==> src/rtl/mem_timer_responder.sv <==
`default_nettype none
// ============================================================================
// Module   : mem_timer_responder
// Purpose  : Memory-mapped 32-bit prescaled timer on the responder side of the
//            merged memory bus. Single-word rd/wr/ready handshake with byte
//            lane writes, compare match, overflow and level interrupt.
// Options  : TIMER_CAPTURE_EN - adds the capture_i input, the CAPTURE register
//            and STATUS[2]. When undefined, CAPTURE/STATUS[2] read as 0.
// Revision : 1.0 - initial release
// ============================================================================
module mem_timer_responder #(
    parameter logic [31:0] BASE_ADDR   = 32'h0002_0000,
    parameter int          WAIT_CYCLES = 0
) (
    input  logic        clk_i,
    input  logic        rst_i,
    input  logic        mem_rd_i,
    input  logic        mem_wr_i,
    input  logic [31:0] mem_addr_i,
    input  logic [31:0] mem_data_i,
    input  logic [3:0]  byte_select_i,
    output logic        mem_ready_o,
    output logic [31:0] mem_data_o,
`ifdef TIMER_CAPTURE_EN
    input  logic        capture_i,
`endif
    output logic        irq_o
);

    // ------------------------------------------------------------------------
    // Constants
    // ------------------------------------------------------------------------
    localparam logic [2:0] c_OFF_CTRL    = 3'd0;
    localparam logic [2:0] c_OFF_COUNT   = 3'd1;
    localparam logic [2:0] c_OFF_COMPARE = 3'd2;
    localparam logic [2:0] c_OFF_STATUS  = 3'd3;
    localparam logic [2:0] c_OFF_PRESC   = 3'd4;
    localparam logic [2:0] c_OFF_CAPTURE = 3'd5;

    // WAIT is entered with the remaining extra cycles minus one, so the
    // state spends exactly WAIT_CYCLES cycles there.
    localparam logic [3:0] c_WAIT_LOAD = (WAIT_CYCLES > 0) ? 4'(WAIT_CYCLES - 1) : 4'd0;

    typedef enum logic [1:0] {
        S_IDLE = 2'd0,
        S_WAIT = 2'd1,
        S_RESP = 2'd2
    } state_t;

    // ------------------------------------------------------------------------
    // Bus-side state
    // ------------------------------------------------------------------------
    state_t      state_q;
    logic [3:0]  wait_cnt_q;
    logic        ready_q;
    logic        op_wr_q;
    logic [2:0]  addr_q;
    logic [31:0] wdata_q;
    logic [3:0]  be_q;

    // ------------------------------------------------------------------------
    // Timer registers and next-state values
    // ------------------------------------------------------------------------
    logic [2:0]  ctrl_q,      ctrl_d;
    logic [31:0] count_q,     count_d;
    logic [31:0] compare_q,   compare_d;
    logic [2:0]  status_q,    status_d;
    logic [31:0] presc_q,     presc_d;
    logic [31:0] presc_cnt_q, presc_cnt_d;
    logic        irq_q,       irq_d;

    logic        w_hit;
    logic        w_req;
    logic        w_commit;
    logic        w_wr_count;
    logic        w_wr_presc;
    logic        w_tick;
    logic        w_match;
    logic        w_cap_rise;
    logic [2:0]  w_set;
    logic [2:0]  w_clr;
    logic [31:0] w_rdata;
    logic        unused_addr_lsb;

`ifdef TIMER_CAPTURE_EN
    logic [31:0] capture_q, capture_d;
    logic [2:0]  cap_sync_q;
`endif

    // Byte-lane merge: lane n takes new data when its enable is set.
    function automatic logic [31:0] f_merge(input logic [31:0] old_v,
                                            input logic [31:0] new_v,
                                            input logic [3:0]  be);
        logic [31:0] res;
        res = old_v;
        for (int n = 0; n < 4; n++) begin
            if (be[n]) begin
                res[8*n +: 8] = new_v[8*n +: 8];
            end
        end
        return res;
    endfunction

    // ------------------------------------------------------------------------
    // Address decode
    // ------------------------------------------------------------------------
    assign w_hit           = (mem_addr_i[31:5] == BASE_ADDR[31:5]);
    assign w_req           = w_hit && (mem_rd_i || mem_wr_i);
    assign unused_addr_lsb = ^mem_addr_i[1:0];

    // Bus handshake FSM: latch the request, optional wait, one-cycle ready.
    always_ff @(posedge clk_i) begin
        if (rst_i) begin
            state_q    <= S_IDLE;
            wait_cnt_q <= 4'd0;
            ready_q    <= 1'b0;
            op_wr_q    <= 1'b0;
            addr_q     <= 3'd0;
            wdata_q    <= 32'd0;
            be_q       <= 4'd0;
        end else begin
            case (state_q)
                S_IDLE: begin
                    ready_q <= 1'b0;
                    if (w_req) begin
                        addr_q  <= mem_addr_i[4:2];
                        wdata_q <= mem_data_i;
                        be_q    <= byte_select_i;
                        // Simultaneous rd and wr is handled as a write.
                        op_wr_q <= mem_wr_i;
                        if (WAIT_CYCLES == 0) begin
                            state_q <= S_RESP;
                            ready_q <= 1'b1;
                        end else begin
                            state_q    <= S_WAIT;
                            wait_cnt_q <= c_WAIT_LOAD;
                        end
                    end
                end
                S_WAIT: begin
                    if (wait_cnt_q == 4'd0) begin
                        state_q <= S_RESP;
                        ready_q <= 1'b1;
                    end else begin
                        wait_cnt_q <= wait_cnt_q - 4'd1;
                    end
                end
                S_RESP: begin
                    state_q <= S_IDLE;
                    ready_q <= 1'b0;
                end
                default: begin
                    state_q <= S_IDLE;
                    ready_q <= 1'b0;
                end
            endcase
        end
    end

    // A write takes effect at the edge that ends the ready cycle.
    assign w_commit   = ready_q && op_wr_q;
    assign w_wr_count = w_commit && (addr_q == c_OFF_COUNT) && (be_q != 4'd0);
    assign w_wr_presc = w_commit && (addr_q == c_OFF_PRESC) && (be_q != 4'd0);

    // Prescaler reaching PRESC produces a timer tick.
    assign w_tick  = ctrl_q[0] && (presc_cnt_q == presc_q);
    assign w_match = (count_q == compare_q);

`ifdef TIMER_CAPTURE_EN
    // Two-flop synchroniser plus one history flop for edge detection.
    always_ff @(posedge clk_i) begin
        if (rst_i) begin
            cap_sync_q <= 3'd0;
        end else begin
            cap_sync_q <= {cap_sync_q[1:0], capture_i};
        end
    end
    assign w_cap_rise = cap_sync_q[1] & ~cap_sync_q[2];
`else
    assign w_cap_rise = 1'b0;
`endif

    // Read mux sampled in the ready cycle itself.
    always_comb begin
        w_rdata = 32'd0;
        case (addr_q)
            c_OFF_CTRL:    w_rdata = {29'd0, ctrl_q};
            c_OFF_COUNT:   w_rdata = count_q;
            c_OFF_COMPARE: w_rdata = compare_q;
            c_OFF_STATUS:  w_rdata = {29'd0, status_q};
            c_OFF_PRESC:   w_rdata = presc_q;
`ifdef TIMER_CAPTURE_EN
            c_OFF_CAPTURE: w_rdata = capture_q;
`endif
            default:       w_rdata = 32'd0;
        endcase
    end

    assign mem_ready_o = ready_q;
    assign mem_data_o  = (ready_q && !op_wr_q) ? w_rdata : 32'd0;
    assign irq_o       = irq_q;

    // Timer, register write and status next-state logic.
    always_comb begin
        ctrl_d      = ctrl_q;
        count_d     = count_q;
        compare_d   = compare_q;
        presc_d     = presc_q;
        presc_cnt_d = presc_cnt_q;
        w_set       = 3'd0;
        w_clr       = 3'd0;
`ifdef TIMER_CAPTURE_EN
        capture_d   = capture_q;
`endif

        // A bus write to COUNT or PRESC restarts the prescale period.
        if (w_wr_count || w_wr_presc) begin
            presc_cnt_d = 32'd0;
        end else if (ctrl_q[0]) begin
            presc_cnt_d = w_tick ? 32'd0 : presc_cnt_q + 32'd1;
        end

        // COUNT: bus write beats a tick; a colliding tick is dropped entirely.
        if (w_wr_count) begin
            count_d = f_merge(count_q, wdata_q, be_q);
        end else if (w_tick && !w_wr_presc) begin
            w_set[0] = w_match;
            if (w_match && ctrl_q[2]) begin
                count_d = 32'd0;
            end else begin
                count_d  = count_q + 32'd1;
                w_set[1] = &count_q;
            end
        end

        if (w_commit && (addr_q == c_OFF_CTRL) && be_q[0]) begin
            ctrl_d = wdata_q[2:0];
        end
        if (w_commit && (addr_q == c_OFF_COMPARE)) begin
            compare_d = f_merge(compare_q, wdata_q, be_q);
        end
        if (w_wr_presc) begin
            presc_d = f_merge(presc_q, wdata_q, be_q);
        end
        if (w_commit && (addr_q == c_OFF_STATUS) && be_q[0]) begin
            w_clr = wdata_q[2:0];
        end

`ifdef TIMER_CAPTURE_EN
        w_set[2] = w_cap_rise;
        if (w_cap_rise) begin
            capture_d = count_q;
        end else if (w_commit && (addr_q == c_OFF_CAPTURE)) begin
            capture_d = f_merge(capture_q, wdata_q, be_q);
        end
`else
        w_clr[2] = 1'b0;
`endif

        // Hardware set takes priority over write-1-to-clear.
        status_d = (status_q & ~w_clr) | w_set;
        irq_d    = (|status_d) & ctrl_d[1];
    end

    // Timer register state; reset also discards any pending bus write.
    always_ff @(posedge clk_i) begin
        if (rst_i) begin
            ctrl_q      <= 3'd0;
            count_q     <= 32'd0;
            compare_q   <= 32'd0;
            status_q    <= 3'd0;
            presc_q     <= 32'd0;
            presc_cnt_q <= 32'd0;
            irq_q       <= 1'b0;
        end else begin
            ctrl_q      <= ctrl_d;
            count_q     <= count_d;
            compare_q   <= compare_d;
            status_q    <= status_d;
            presc_q     <= presc_d;
            presc_cnt_q <= presc_cnt_d;
            irq_q       <= irq_d;
        end
    end

`ifdef TIMER_CAPTURE_EN
    // Capture register state.
    always_ff @(posedge clk_i) begin
        if (rst_i) begin
            capture_q <= 32'd0;
        end else begin
            capture_q <= capture_d;
        end
    end
`endif

endmodule
`default_nettype wire

==> config.mk <==
export PLATFORM = sky130hd
export DESIGN_NAME = mem_timer_responder
export DESIGN_NICKNAME = d
export VERILOG_FILES = /design/src/rtl/mem_timer_responder.sv
export SDC_FILE = /design/constraint.sdc
export NUM_CORES = 1
export LEC_CHECK = 0
export CAP_MARGIN = 0
export CORE_ASPECT_RATIO = 1.5
export CORE_MARGIN = 2
export CORE_UTILIZATION = 57
export CTS_CLUSTER_SIZE = 8
export DETAILED_ROUTE_END_ITERATION = 10
export GPL_TIMING_DRIVEN = 0
export PLACE_DENSITY_LB_ADDON = 0.1
export SYNTH_ARGS = -nofsm -noshare
export SYNTH_HDL_FRONTEND = slang
export SYNTH_SLANG_ARGS = --single-unit
==> constraint.sdc <==
create_clock -name clk_i -period 3.2 [get_ports clk_i]
set_clock_uncertainty 0.2 [all_clocks]
set_input_delay 0.32 -clock clk_i [delete_from_list [all_inputs] [get_ports clk_i]]
set_output_delay 0.32 -clock clk_i [all_outputs]
set_load 0.02 [all_outputs]
* Word-level counts from Yosys, hierarchy flattened *
Index checks and enable logic that the tools add are counted.

storage, ports and cells
  bits in registers = 182
  bits of input ports = 72
  word-level logic and storage cells = 109

operators by class
  add/subtract/negate cells = 3
  equal/unequal tests = 14
  mux-type cells = 21
  bitwise gates (word level) = 5
  reductions and logical operators = 42

operators with widths
  kind                     number
  $mux W32                 5
  $pmux W32 S5             1
  $add A32 B1 Y32 const B  2
  $eq A32 B32 Y1           2
  $mux W8                  4
  $reduce_and A32 Y1       1
  $reduce_and A2 Y1        15
  $eq A27 B13 Y1 const B   1
  $logic_and A1 B1 Y1      15
  $mux W2                  6
  $ne A2 B2 Y1 const B     6
  $eq A3 B2 Y1 const B     2
  $logic_not A4 Y1         1
  $pmux W2 S2              1
  $reduce_bool A4 Y1       1
  $sub A4 B1 Y4 const B    1
  $and A3 B3 Y3            1
  $eq A3 B1 Y1 const B     1
  $eq A3 B3 Y1 const B     1
  $logic_not A3 Y1         1
  $mux W1                  3
  $not A2 Y3               1
  $or A3 B2 Y3             1
  $reduce_or A3 Y1         1
  other kinds (9)          11

* Longest topological paths before layout *
Gate-level depths: netlist of the first run.

  word-level depth = 10
  mapped depth = 10
  gate-level depth less buffers = 8

* Least setup slack after synthesis of the first run *
No wires, ideal clock.

  path kind = reg2out
  start point = register addr_q[2]
  end point = output port mem_data_o[29]
  data arrival time = 1,937 ps
  data required time = 2,680 ps
  path slack = 743 ps
  cell stages (with the launch flop) = 9
  path buffers = 3
  cell sequence = dfxtp_1 > clkbuf_1 > nor2b_1 > clkbuf_1 > buf_1 > a22oi_1 > nor2_1 > a21oi_1 > nor2_1

on the way
  longest elaborated chain between the ends = 3
  elaborated cells between the ends (all ways) = 7
  those cells by class = eq/ne (4); mux (2); reduce/logical (1)

ends and longest elaborated chain
  what                                        line  RTL
  start: declaration                          57    logic [2:0] addr_q;
  start signal: assignment                    126   addr_q <= mem_addr_i[4:2];
  $eq A3 B3 Y1, or another cell as far along  186   case (addr_q)
  $pmux W32 S5 (*)                            186
  $mux W32 (*)                                200   assign mem_data_o = (ready_q && !op_wr_q) ? w_rdata : 32'd0;
  end: declaration                            23    output logic [31:0] mem_data_o,

Every way passes the cells marked *; elsewhere a longest branch is shown, timed or not.

* Worst setup path after layout of the first run *
  start point = register addr_q[2]
  end point = output port mem_data_o[24]

Same word-level chain as after synthesis.

==> summary.txt, run 1 <==
STA
  – Final-layout worst hold slack: 0.1943 ns
  – Final critical path time including I/O delays and setup: 3.169 ns
  – RSZ-0062 raised after global routing: false
  – Max-slew headroom at the worst pin: 21.41%
  – Setup TNS: 0 ns
  – Fmax: 0.3156 GHz
  – Final setup violation count: 0
  – Worst Tran Pin Value: 1.170 ns
  – Final hold violation count: 0
  – Final-report max-slew violation count: 0
  – Final Cycle Share: 99.02%

Setup path
  – Capturing element type of the critical path: primary output
  – Reg2Reg Depth: 7
  – Arrival time reported for the critical path endpoint: 2.65 ns
  – Startpoint kind of the worst setup timing path: flip-flop
  – Kind of critical path: reg -> out
  – Worst setup path startpoint: addr_q[2]
  – Max Fanout on Critical Path: 10
  – Reg-to-reg critical path startpoint: be_q[1]
  – Setup slack on the worst flop-to-flop path: 0.12 ns
  – Worst endpoint required time: 2.68 ns
  – RR Endpoint: presc_q[5]
  – Setup crit end: mem_data_o[24]

Finish
  – Total area of multi-input combinational cells: 0.005314 mm²
  – Area growth from synthesis to layout: 20.53%
  – Post-route cell area: 0.01116 mm²
  – Net total in the final layout: 1,362
  – Inserted Diodes: 0
  – Proportion of layout cells with a drive suffix above 1: 8.923%
  – Fill cell instance count of the final layout: 1,409
  – Final cell count without fillers: 1,506
  – Sequential cell area: 0.003523 mm²

Placed design
  – Estimated wirelength of the detail-placed design: 24.29 mm
  – Count of port buffers added during placement: 102
  – Placed cell area: 0.01054 mm²
  – DP Cell Count: 1,473
  – Routability congestion estimate: 0.9780

CTS
  – TritonCTS Sinks: 176
  – Max Buffers Root-to-Sink: 2
  – CTS Buf Count: 17
  – Clock root buffer: sky130_fd_sc_hd__clkbuf_16
  – CTS clock-pin slew for the worst setup and hold paths: 0.06 ns
  – CTS H-tree lvls: 4
  – Worst-skew pair later-pin latency: 0.45 ns
  – Count of hold-fix buffers inserted at cts: 0
  – CTS tree: done

GRT
  – First-pass GRT wire length: 49.47 mm
  – Initial antenna violation count: 0
  – Vias in the first global route: 8,944
  – Largest net degree at the start of global routing: 17
  – Overall track demand over capacity in global routing: 38.19%
  – Aggregate global routing overflow: 0

Synth
  – Share of synthesized area occupied by flip-flops and latches: 38.05%
  – Post-Syn Area per Cell: 7.948 µm²
  – Net count after synthesis: 1,239
  – Post-synthesis instance area: 0.009259 mm²
  – Number of distinct library cells after synthesis: 60
  – Synth Warn #: 0
  – Post-synthesis async set-or-reset flop share: 0%
  – Yosys top cell area share: 38.05%
  – FF+latch count, synth: 176
  – Post-synthesis cell type with the largest combined area: sky130_fd_sc_hd__dfxtp_1
  – Number of enable-type register cells in the synthesized netlist: 0
  – Dominant synthesized flop cell: sky130_fd_sc_hd__dfxtp_1
  – Number of instances in the synthesized netlist: 1,165
  – Cell types occupying the most area after synthesis: sky130_fd_sc_hd__dfxtp_1, sky130_fd_sc_hd__nor2_1, sky130_fd_sc_hd__a21oi_1, sky130_fd_sc_hd__mux2i_1, sky130_fd_sc_hd__xor2_1

Route
  – Remaining antenna violation count: 0
  – Routed wire per std cell: 21.71 µm
  – First-pass detailed-route iteration total: 6
  – Detailed-route vias per instance: 6.218
  – Residual DRC count: 0
  – Routed via count: 9,365
  – Starting DRC count in detailed routing: 980
  – Wirelength, routed: 32.70 mm

Pwr
  – P per Cell Area: 399.5 mW/mm²
  – Clock power frac: 47.4%
  – Proportion of power drawn by combinational gates: 3.4%
  – Worst IR Drop VDD: 348.4 µV
  – Post-layout total power: 0.004459 W
  – Sequential share of power: 49.2%
  – Internal power component: 0.003432 W
  – Switching power of the nets: 0.001027 W
  – Fraction of power spent switching nets: 23.03%
  – Leakage power figure: 4.308 nW

Floorplanning
  – Total number of placement rows: 57
  – Die X-Extent: 108.1 µm
  – Placeable core region: 0.01605 mm²
  – Die Ht: 160.1 µm
  – IO Pins: 106
  – Area of the die: 0.01730 mm²
  – Starting density of the core: 57.70%

Min path
  – Tightest Hold Check Type: in -> reg

Run
  – Number of max-cap violations: 0

Run status
  – Run status: complete, no violations
-- state kept, by name, summed over array words and instances, names as in the netlist, 3 cells and up --
register / cells
count_q: 32
presc_cnt_q: 32
wdata_q: 32
compare_q: 32
ctrl_q: 3
presc_q: 32
addr_q: 3
be_q: 4
-- kinds of logic after synthesis --
group | count (synthesis) | share of synthesized area [%]
compound gates | 211 | 14.47
flops | 176 | 38.05
fa+ha+maj | 2 | 0.2702
xor+xnor | 98 | 9.270
buf+inv | 101 | 4.676
mux | 54 | 6.108
simple gates | 523 | 27.15
-- stage by stage --
stage,utilization [%],setup WS (ns)
after CTS,69.47,0.004893
after global routing,69.54,0.006940
after floorplan,-,0.7429
final,69.54,0.03140
after detailed placement,65.67,-0.4846
after global placement,65.67,-0.4629
-- placed cells by master, fill, tap and decap left out, types with 12 or more instances in the layout --
master,synthesis,final
sky130_fd_sc_hd__a21oi_1,110,110
sky130_fd_sc_hd__a22oi_1,33,33
sky130_fd_sc_hd__and3_1,21,21
sky130_fd_sc_hd__buf_2,28,29
sky130_fd_sc_hd__clkbuf_1,52,38
sky130_fd_sc_hd__clkbuf_16,0,17
sky130_fd_sc_hd__clkbuf_2,0,12
sky130_fd_sc_hd__clkdlybuf4s50_1,0,72
sky130_fd_sc_hd__dfxtp_1,176,176
sky130_fd_sc_hd__dlygate4sd2_1,0,17
sky130_fd_sc_hd__inv_1,15,15
sky130_fd_sc_hd__mux2i_1,52,52
sky130_fd_sc_hd__nand2_1,103,103
sky130_fd_sc_hd__nand2b_1,16,16
sky130_fd_sc_hd__nand3_1,84,84
sky130_fd_sc_hd__nand4_1,20,20
sky130_fd_sc_hd__nor2_1,189,189
sky130_fd_sc_hd__nor3_1,25,24
sky130_fd_sc_hd__nor4_1,19,19
sky130_fd_sc_hd__o21ai_0,17,17
sky130_fd_sc_hd__xnor2_1,41,41
sky130_fd_sc_hd__xor2_1,57,57
-- area by class of cell --
type | instances | area share, %
Clock buffer | 17 | 3.812
Clock inverter | 14 | 1.435
Sequential cell | 176 | 31.57
Inverter | 15 | 0.5045
Buffer | 86 | 3.700
Multi-Input combinational cell | 888 | 47.62
Timing Repair Buffer | 104 | 9.048
Tap cell | 206 | 2.310
-- worst min path at each step --
stage	start	end	slack (ns)	depth (start not counted)
2_1_floorplan	presc_q[15]	presc_q[15]	0.26	2
3_3_place_gp	compare_q[27]	compare_q[27]	0.27	2
3_5_place_dp	compare_q[19]	compare_q[19]	0.27	2
4_1_cts	rst_i	ctrl_q[1]	0.17	2
5_1_grt	rst_i	ctrl_q[1]	0.21	2
6_report	rst_i	ctrl_q[1]	0.19	2
-- power groups by stage --
stage,registers (W),logic [W],clock network [W]
5_1_grt,0.00219,0.000158,0.00220
3_3_place_gp,0.00224,0.000148,0
6_report,0.00219,0.000152,0.00211
2_1_floorplan,0.00224,0.0000382,0
3_5_place_dp,0.00224,0.000150,0
4_1_cts,0.00219,0.000150,0.00211
-- cell usage after synthesis, types with 16 or more instances --
| master | n |
|---|---|
| sky130_fd_sc_hd__a21oi_1 | 110 |
| sky130_fd_sc_hd__a22oi_1 | 33 |
| sky130_fd_sc_hd__and3_1 | 21 |
| sky130_fd_sc_hd__buf_2 | 28 |
| sky130_fd_sc_hd__clkbuf_1 | 52 |
| sky130_fd_sc_hd__dfxtp_1 | 176 |
| sky130_fd_sc_hd__mux2i_1 | 52 |
| sky130_fd_sc_hd__nand2_1 | 103 |
| sky130_fd_sc_hd__nand2b_1 | 16 |
| sky130_fd_sc_hd__nand3_1 | 84 |
| sky130_fd_sc_hd__nand4_1 | 20 |
| sky130_fd_sc_hd__nor2_1 | 189 |
| sky130_fd_sc_hd__nor3_1 | 25 |
| sky130_fd_sc_hd__nor4_1 | 19 |
| sky130_fd_sc_hd__o21ai_0 | 17 |
| sky130_fd_sc_hd__xnor2_1 | 41 |
| sky130_fd_sc_hd__xor2_1 | 57 |
-- timing repair --
item / 4_1_cts / 5_1_grt
pin swaps: 1 / 0
endpoints found under the setup margin: 32 / 29
buffers inserted: 2 / 0
resized for setup: 43 / 27
-- layer usage --
layer	global-route usage, %	wire length (µm)	vias to the layer above
li1	-	-	4326
met1	42.55	11370	4329
met2	61.84	15350	540
met3	8.612	3085	170
met4	29.78	2893	0
met5	0	0	-
-- worst max-delay path, cell delays in order (launching register included) --
cell                            delay, ns
sky130_fd_sc_hd__dfxtp_1             0.43
sky130_fd_sc_hd__clkbuf_4            0.26
sky130_fd_sc_hd__nor2b_2             0.27
sky130_fd_sc_hd__buf_4               0.26
sky130_fd_sc_hd__clkbuf_4            0.24
sky130_fd_sc_hd__a22oi_1             0.10
sky130_fd_sc_hd__nor2_1              0.10
sky130_fd_sc_hd__a21oi_1             0.05
sky130_fd_sc_hd__nor2_1              0.15
sky130_fd_sc_hd__dlygate4sd2_1       0.35
Power figures use the tool's default switching activity.
==> run 2, diff against run 1 <==
CORE_ASPECT_RATIO = not set   (was 1.5)
CTS_CLUSTER_DIAMETER = 150   (was not set)
SETUP_SLACK_MARGIN = 0.05   (was not set)
==> run 2 against run 1 <==
Final area is 0.74% higher. Clock power rose by 5%. First-iteration DRC count up 19%. Hold slack worse by 0.061 ns.
==> summary.txt, run 2 (synthesis gave the netlist of run 1 again) <==
Placed design
  – Estimated wirelength of the detail-placed design: 23.29 mm
  – Post-place setup slack: -0.1733 ns
  – Count of port buffers added during placement: 102
  – Routability congestion estimate: 1.003

Finish
  – Area growth from synthesis to layout: 21.42%
  – Net total in the final layout: 1,361
  – Proportion of layout cells with a drive suffix above 1: 8.462%
  – Sequential cell area: 0.003523 mm²
  – Final core occ: 70.77%
  – Fill cell instance count of the final layout: 1,366
  – Most frequent cells in the layout: sky130_fd_sc_hd__nor2_1, sky130_fd_sc_hd__dfxtp_1, sky130_fd_sc_hd__a21oi_1
  – Inserted Diodes: 0
  – Total area of multi-input combinational cells: 0.005311 mm²
  – Most common cell after layout, fill and taps aside: sky130_fd_sc_hd__nor2_1

GRT
  – Aggregate global routing overflow: 0
  – First-pass GRT wire length: 48.18 mm
  – Vias in the first global route: 8,578
  – Overall track demand over capacity in global routing: 35.84%
  – Largest net degree at the start of global routing: 17
  – Initial antenna violation count: 0

Route
  – First-pass detailed-route iteration total: 9
  – Starting DRC count in detailed routing: 1,166
  – Wirelength, routed: 31.46 mm
  – Routed wire per std cell: 20.75 µm
  – Detailed-route vias per instance: 6.226
  – Residual DRC count: 0
  – Remaining antenna violation count: 0
  – Routed via count: 9,438

Setup path
  – Max Fanout on Critical Path: 10
  – Kind of critical path: reg -> reg
  – Capturing element type of the critical path: flip-flop
  – Startpoint kind of the worst setup timing path: flip-flop
  – Setup slack on the worst flop-to-flop path: 0.12 ns
  – Arrival time reported for the critical path endpoint: 3.24 ns
  – Reg2Reg Depth: 7
  – RR Endpoint: presc_q[9]
  – Worst endpoint required time: 3.37 ns
  – Reg-to-reg critical path startpoint: be_q[2]

CTS
  – Max Buffers Root-to-Sink: 2
  – TritonCTS Sinks: 176
  – CTS clock-pin slew for the worst setup and hold paths: 0.07 ns
  – CTS Buf Count: 17
  – CTS H-tree lvls: 4
  – Worst-skew pair later-pin latency: 0.45 ns
  – Clock root buffer: sky130_fd_sc_hd__clkbuf_16
  – CTS tree: done

STA
  – Final critical path time including I/O delays and setup: 3.075 ns
  – Final-report max-slew violation count: 0
  – Final Cycle Share: 96.10%
  – Final setup violation count: 0
  – Max-slew headroom at the worst pin: 7.242%
  – Final hold violation count: 0
  – Worst Tran Pin Value: 1.381 ns
  – RSZ-0062 raised after global routing: true
  – Post-layout worst setup margin: 0.1249 ns
  – Fmax: 0.3252 GHz

Pwr
  – Leakage power figure: 4.459 nW
  – P per Cell Area: 405.1 mW/mm²
  – Worst IR Drop VDD: 420.5 µV
  – Post-layout total power: 0.004554 W

Floorplanning
  – Area of the die: 0.01728 mm²
  – Die Ht: 131.5 µm
  – IO Pins: 106
  – Total number of placement rows: 46
  – Starting density of the core: 58.29%
  – Die X-Extent: 131.5 µm
  – Placeable core region: 0.01589 mm²

Run
  – Number of max-cap violations: 0

Min path
  – Worst Hold Launch: rst_i
  – Terminating pin of the worst hold path: ctrl_q[1]
  – Tightest Hold Check Type: in -> reg
  – Worst hold path depth: 2

Run status
  – Run status: complete, no violations
[run 2: per-stage QoR]
| stage | cell area, µm² | setup TNS, ns | hold WS (ns) | std cells |
|---|---|---|---|---|
| final | 11240 | 0 | 0.1333 | 1516 |
| after global routing | 11240 | -0.004196 | 0.1674 | 1516 |
| after CTS | 11180 | 0 | 0.1205 | 1515 |
| after detailed placement | 10550 | -0.9445 | 0.2790 | 1483 |
| after global placement | 10550 | -1.080 | 0.2702 | 1483 |
| after floorplan | 9259 | 0 | 0.2581 | 1165 |
[run 2: area by class of cell]
class	count	area share (%)
inverters	15	0.5008
repair buffers	103	9.338
clock inverters	11	1.380
well taps	216	2.404
multi-input cells	888	47.25
flip-flops and latches	176	31.34
clock buffers	21	4.096
plain buffers	86	3.695
[run 2: critical path: stages, from the launching register on]
cell and delay [ns]:
sky130_fd_sc_hd__dfxtp_1 0.53, sky130_fd_sc_hd__nor4_2 0.11, sky130_fd_sc_hd__nor2_1 0.64, sky130_fd_sc_hd__and3_1 0.28, sky130_fd_sc_hd__clkbuf_1 0.38, sky130_fd_sc_hd__clkbuf_1 0.53
sky130_fd_sc_hd__nand3_1 0.18, sky130_fd_sc_hd__a21oi_1 0.15
[run 2: what timing repair did]
| action | in CTS | in global routing |
|---|---|---|
| gates resized for setup | 30 | 40 |
| hold buffers | 0 | 0 |
| setup buffers | 0 | 1 |
| endpoints found under the setup margin | 30 | 26 |
[run 2: metal layers]
metal	part of all wire, %	vias up	GRT usage, %
li1	-	4314	-
met1	41	4372	48.16
met2	44	644	55.50
met3	10	108	6.906
met4	4.8	0	17.21
met5	0	-	0
[run 2: how the worst max path moves through the flow]
stage / start / to / slack [ns] / cells after the start
2_1_floorplan: addr_q[2] / mem_data_o[29] / 0.74 / 8
3_3_place_gp: addr_q[2] / mem_data_o[30] / -0.20 / 9
3_5_place_dp: addr_q[2] / mem_data_o[30] / -0.17 / 9
4_1_cts: addr_q[1] / mem_data_o[17] / 0.03 / 8
5_1_grt: count_q[0] / irq_o / -0.004 / 9
6_report: be_q[2] / presc_q[9] / 0.12 / 7
[run 2: where the power goes]
| part | total, W | switching (W) | leakage, nW | internal, W |
|---|---|---|---|---|
| clock network | 0.00221 | 0.000930 | 0.304 | 0.00128 |
| logic | 0.000151 | 0.0000684 | 2.74 | 0.0000824 |
| registers | 0.00219 | 0.00000272 | 1.42 | 0.00219 |
==> run 3, diff against run 2 <==
CORE_UTILIZATION = 59   (was 57)
CTS_BUF_LIST = sky130_fd_sc_hd__clkbuf_2 sky130_fd_sc_hd__clkbuf_4 sky130_fd_sc_hd__clkbuf_8   (was not set)
==> run 3 against run 2 <==
First-iteration DRC count increased by 19%. Die area decreased by 3.3%. Non-clock buffer count is 4 higher. Maximum frequency is 0.66% higher. Global-route usage up 2.2 points. Combinational power about the same. Via count up 0.85%. Routed wire length decreased by 0.99%. Final cell count is essentially flat. Clock-buffer cell count decreased by 2. Hold slack got worse by 0.037 ns. Setup slack gained 0.020 ns. Critical endpoint is now mem_data_o[0]. Largest cell class unchanged.
==> summary.txt, run 3 (synthesis gave the netlist of run 1 again) <==
Pwr
  – Leakage power figure: 4.150 nW
  – Post-layout total power: 0.004132 W
  – Worst IR Drop VDD: 373.7 µV
  – P per Cell Area: 374.4 mW/mm²

GRT
  – Vias in the first global route: 8,653
  – Aggregate global routing overflow: 0
  – Initial antenna violation count: 0
  – Largest net degree at the start of global routing: 17
  – Overall track demand over capacity in global routing: 38.04%
  – First-pass GRT wire length: 48.07 mm

Setup path
  – Kind of critical path: reg -> out
  – Arrival time reported for the critical path endpoint: 2.53 ns
  – Max Fanout on Critical Path: 10
  – Worst setup path startpoint: addr_q[0]
  – Startpoint kind of the worst setup timing path: flip-flop
  – Worst endpoint required time: 2.68 ns
  – Reg-to-reg critical path startpoint: count_q[0]
  – Capturing element type of the critical path: primary output

Route
  – Starting DRC count in detailed routing: 1,388
  – Detailed-route vias per instance: 6.283
  – Routed via count: 9,518
  – Routed wire per std cell: 20.56 µm
  – First-pass detailed-route iteration total: 6
  – Remaining antenna violation count: 0
  – Residual DRC count: 0
  – Wirelength, routed: 31.15 mm

Finish
  – Net total in the final layout: 1,365
  – Final core occ: 72.32%
  – Most frequent cells in the layout: sky130_fd_sc_hd__nor2_1, sky130_fd_sc_hd__dfxtp_1, sky130_fd_sc_hd__a21oi_1
  – Total area of multi-input combinational cells: 0.005309 mm²
  – Sequential cell area: 0.003523 mm²
  – Most common cell after layout, fill and taps aside: sky130_fd_sc_hd__nor2_1
  – Proportion of layout cells with a drive suffix above 1: 8.972%
  – Inserted Diodes: 0
  – Fill cell instance count of the final layout: 1,293
  – Area growth from synthesis to layout: 19.18%

STA
  – Setup TNS: 0 ns
  – Final critical path time including I/O delays and setup: 3.055 ns
  – Final-layout worst hold slack: 0.09625 ns
  – Final setup violation count: 0
  – Max-slew headroom at the worst pin: 2.510%
  – Fmax: 0.3273 GHz
  – Post-layout worst setup margin: 0.1451 ns
  – Final-report max-slew violation count: 0
  – RSZ-0062 raised after global routing: true
  – Final Cycle Share: 95.47%
  – Final hold violation count: 0
  – Worst Tran Pin Value: 1.451 ns

CTS
  – Clock root buffer: sky130_fd_sc_hd__clkbuf_8
  – Max Buffers Root-to-Sink: 2
  – CTS Buf Count: 17
  – CTS H-tree lvls: 4
  – TritonCTS Sinks: 176
  – Worst-skew pair later-pin latency: 0.50 ns
  – Count of hold-fix buffers inserted at cts: 0
  – CTS clock-pin slew for the worst setup and hold paths: 0.10 ns
  – CTS tree: done

Floorplanning
  – Area of the die: 0.01671 mm²
  – Starting density of the core: 60.68%
  – Die X-Extent: 129.3 µm
  – Die Ht: 129.3 µm
  – Placeable core region: 0.01526 mm²
  – Total number of placement rows: 45
  – IO Pins: 106

Placed design
  – Post-place setup slack: -0.07225 ns
  – Count of port buffers added during placement: 102
  – Routability congestion estimate: 1.049
  – Estimated wirelength of the detail-placed design: 23.06 mm

Min path
  – Worst Hold Launch: rst_i
  – Tightest Hold Check Type: in -> reg

Run
  – Number of max-cap violations: 0

Run status
  – Run status: complete, no violations
run 3: path summary, 6_finish.rpt:
check	cells past startpoint	end	slack, ns
max	7	mem_data_o[0]	0.15
min	2	ctrl_q[1]	0.1
max reg2reg	9	irq_o	0.15
min reg2reg	2	compare_q[17]	0.29
run 3: power breakdown:
part | switching, W | total, W | internal, W
Clock | 0.000894 | 0.00179 | 0.000896
Sequential | 0.00000263 | 0.00219 | 0.00219
Combinational | 0.0000671 | 0.000149 | 0.0000823
run 3: through the flow:
| step | instances | area [µm²] |
|---|---|---|
| 2_1_floorplan | 1165 | 9259 |
| 3_3_place_gp | 1478 | 10540 |
| 3_5_place_dp | 1478 | 10540 |
| 4_1_cts | 1512 | 11010 |
| 5_1_grt | 1515 | 11030 |
| 6_report | 1515 | 11030 |
run 3: what timing repair did:
item	in CTS	in global routing
setup buffers	2	3
endpoints found under the setup margin	32	14
cloned	0	0
resized for setup	51	24
pin swaps	0	1
run 3: worst max-delay path: stages (launching register included):
cell                              delay [ns]
sky130_fd_sc_hd__dfxtp_1                0.30
sky130_fd_sc_hd__buf_2                  0.16
sky130_fd_sc_hd__clkbuf_2               0.22
sky130_fd_sc_hd__o21ai_0                0.20
sky130_fd_sc_hd__nand3b_1               0.12
sky130_fd_sc_hd__buf_4                  0.16
sky130_fd_sc_hd__a21oi_1                0.22
sky130_fd_sc_hd__clkdlybuf4s50_1        0.66
run 3: layout make-up:
cell class	count	share of cell area (%)
Buffer	86	3.821
Clock buffer	19	2.313
Clock inverter	13	1.814
Inverter	15	0.5103
Multi-Input combinational cell	888	48.11
Sequential cell	176	31.93
Tap cell	211	2.393
Timing Repair Buffer	107	9.105
run 3: routing by layer:
metal	part of all wire [%]	track usage, %
met3	11	9.001
met5	0	0
met4	6.2	18.80
met2	42	57.93
met1	40	50.76
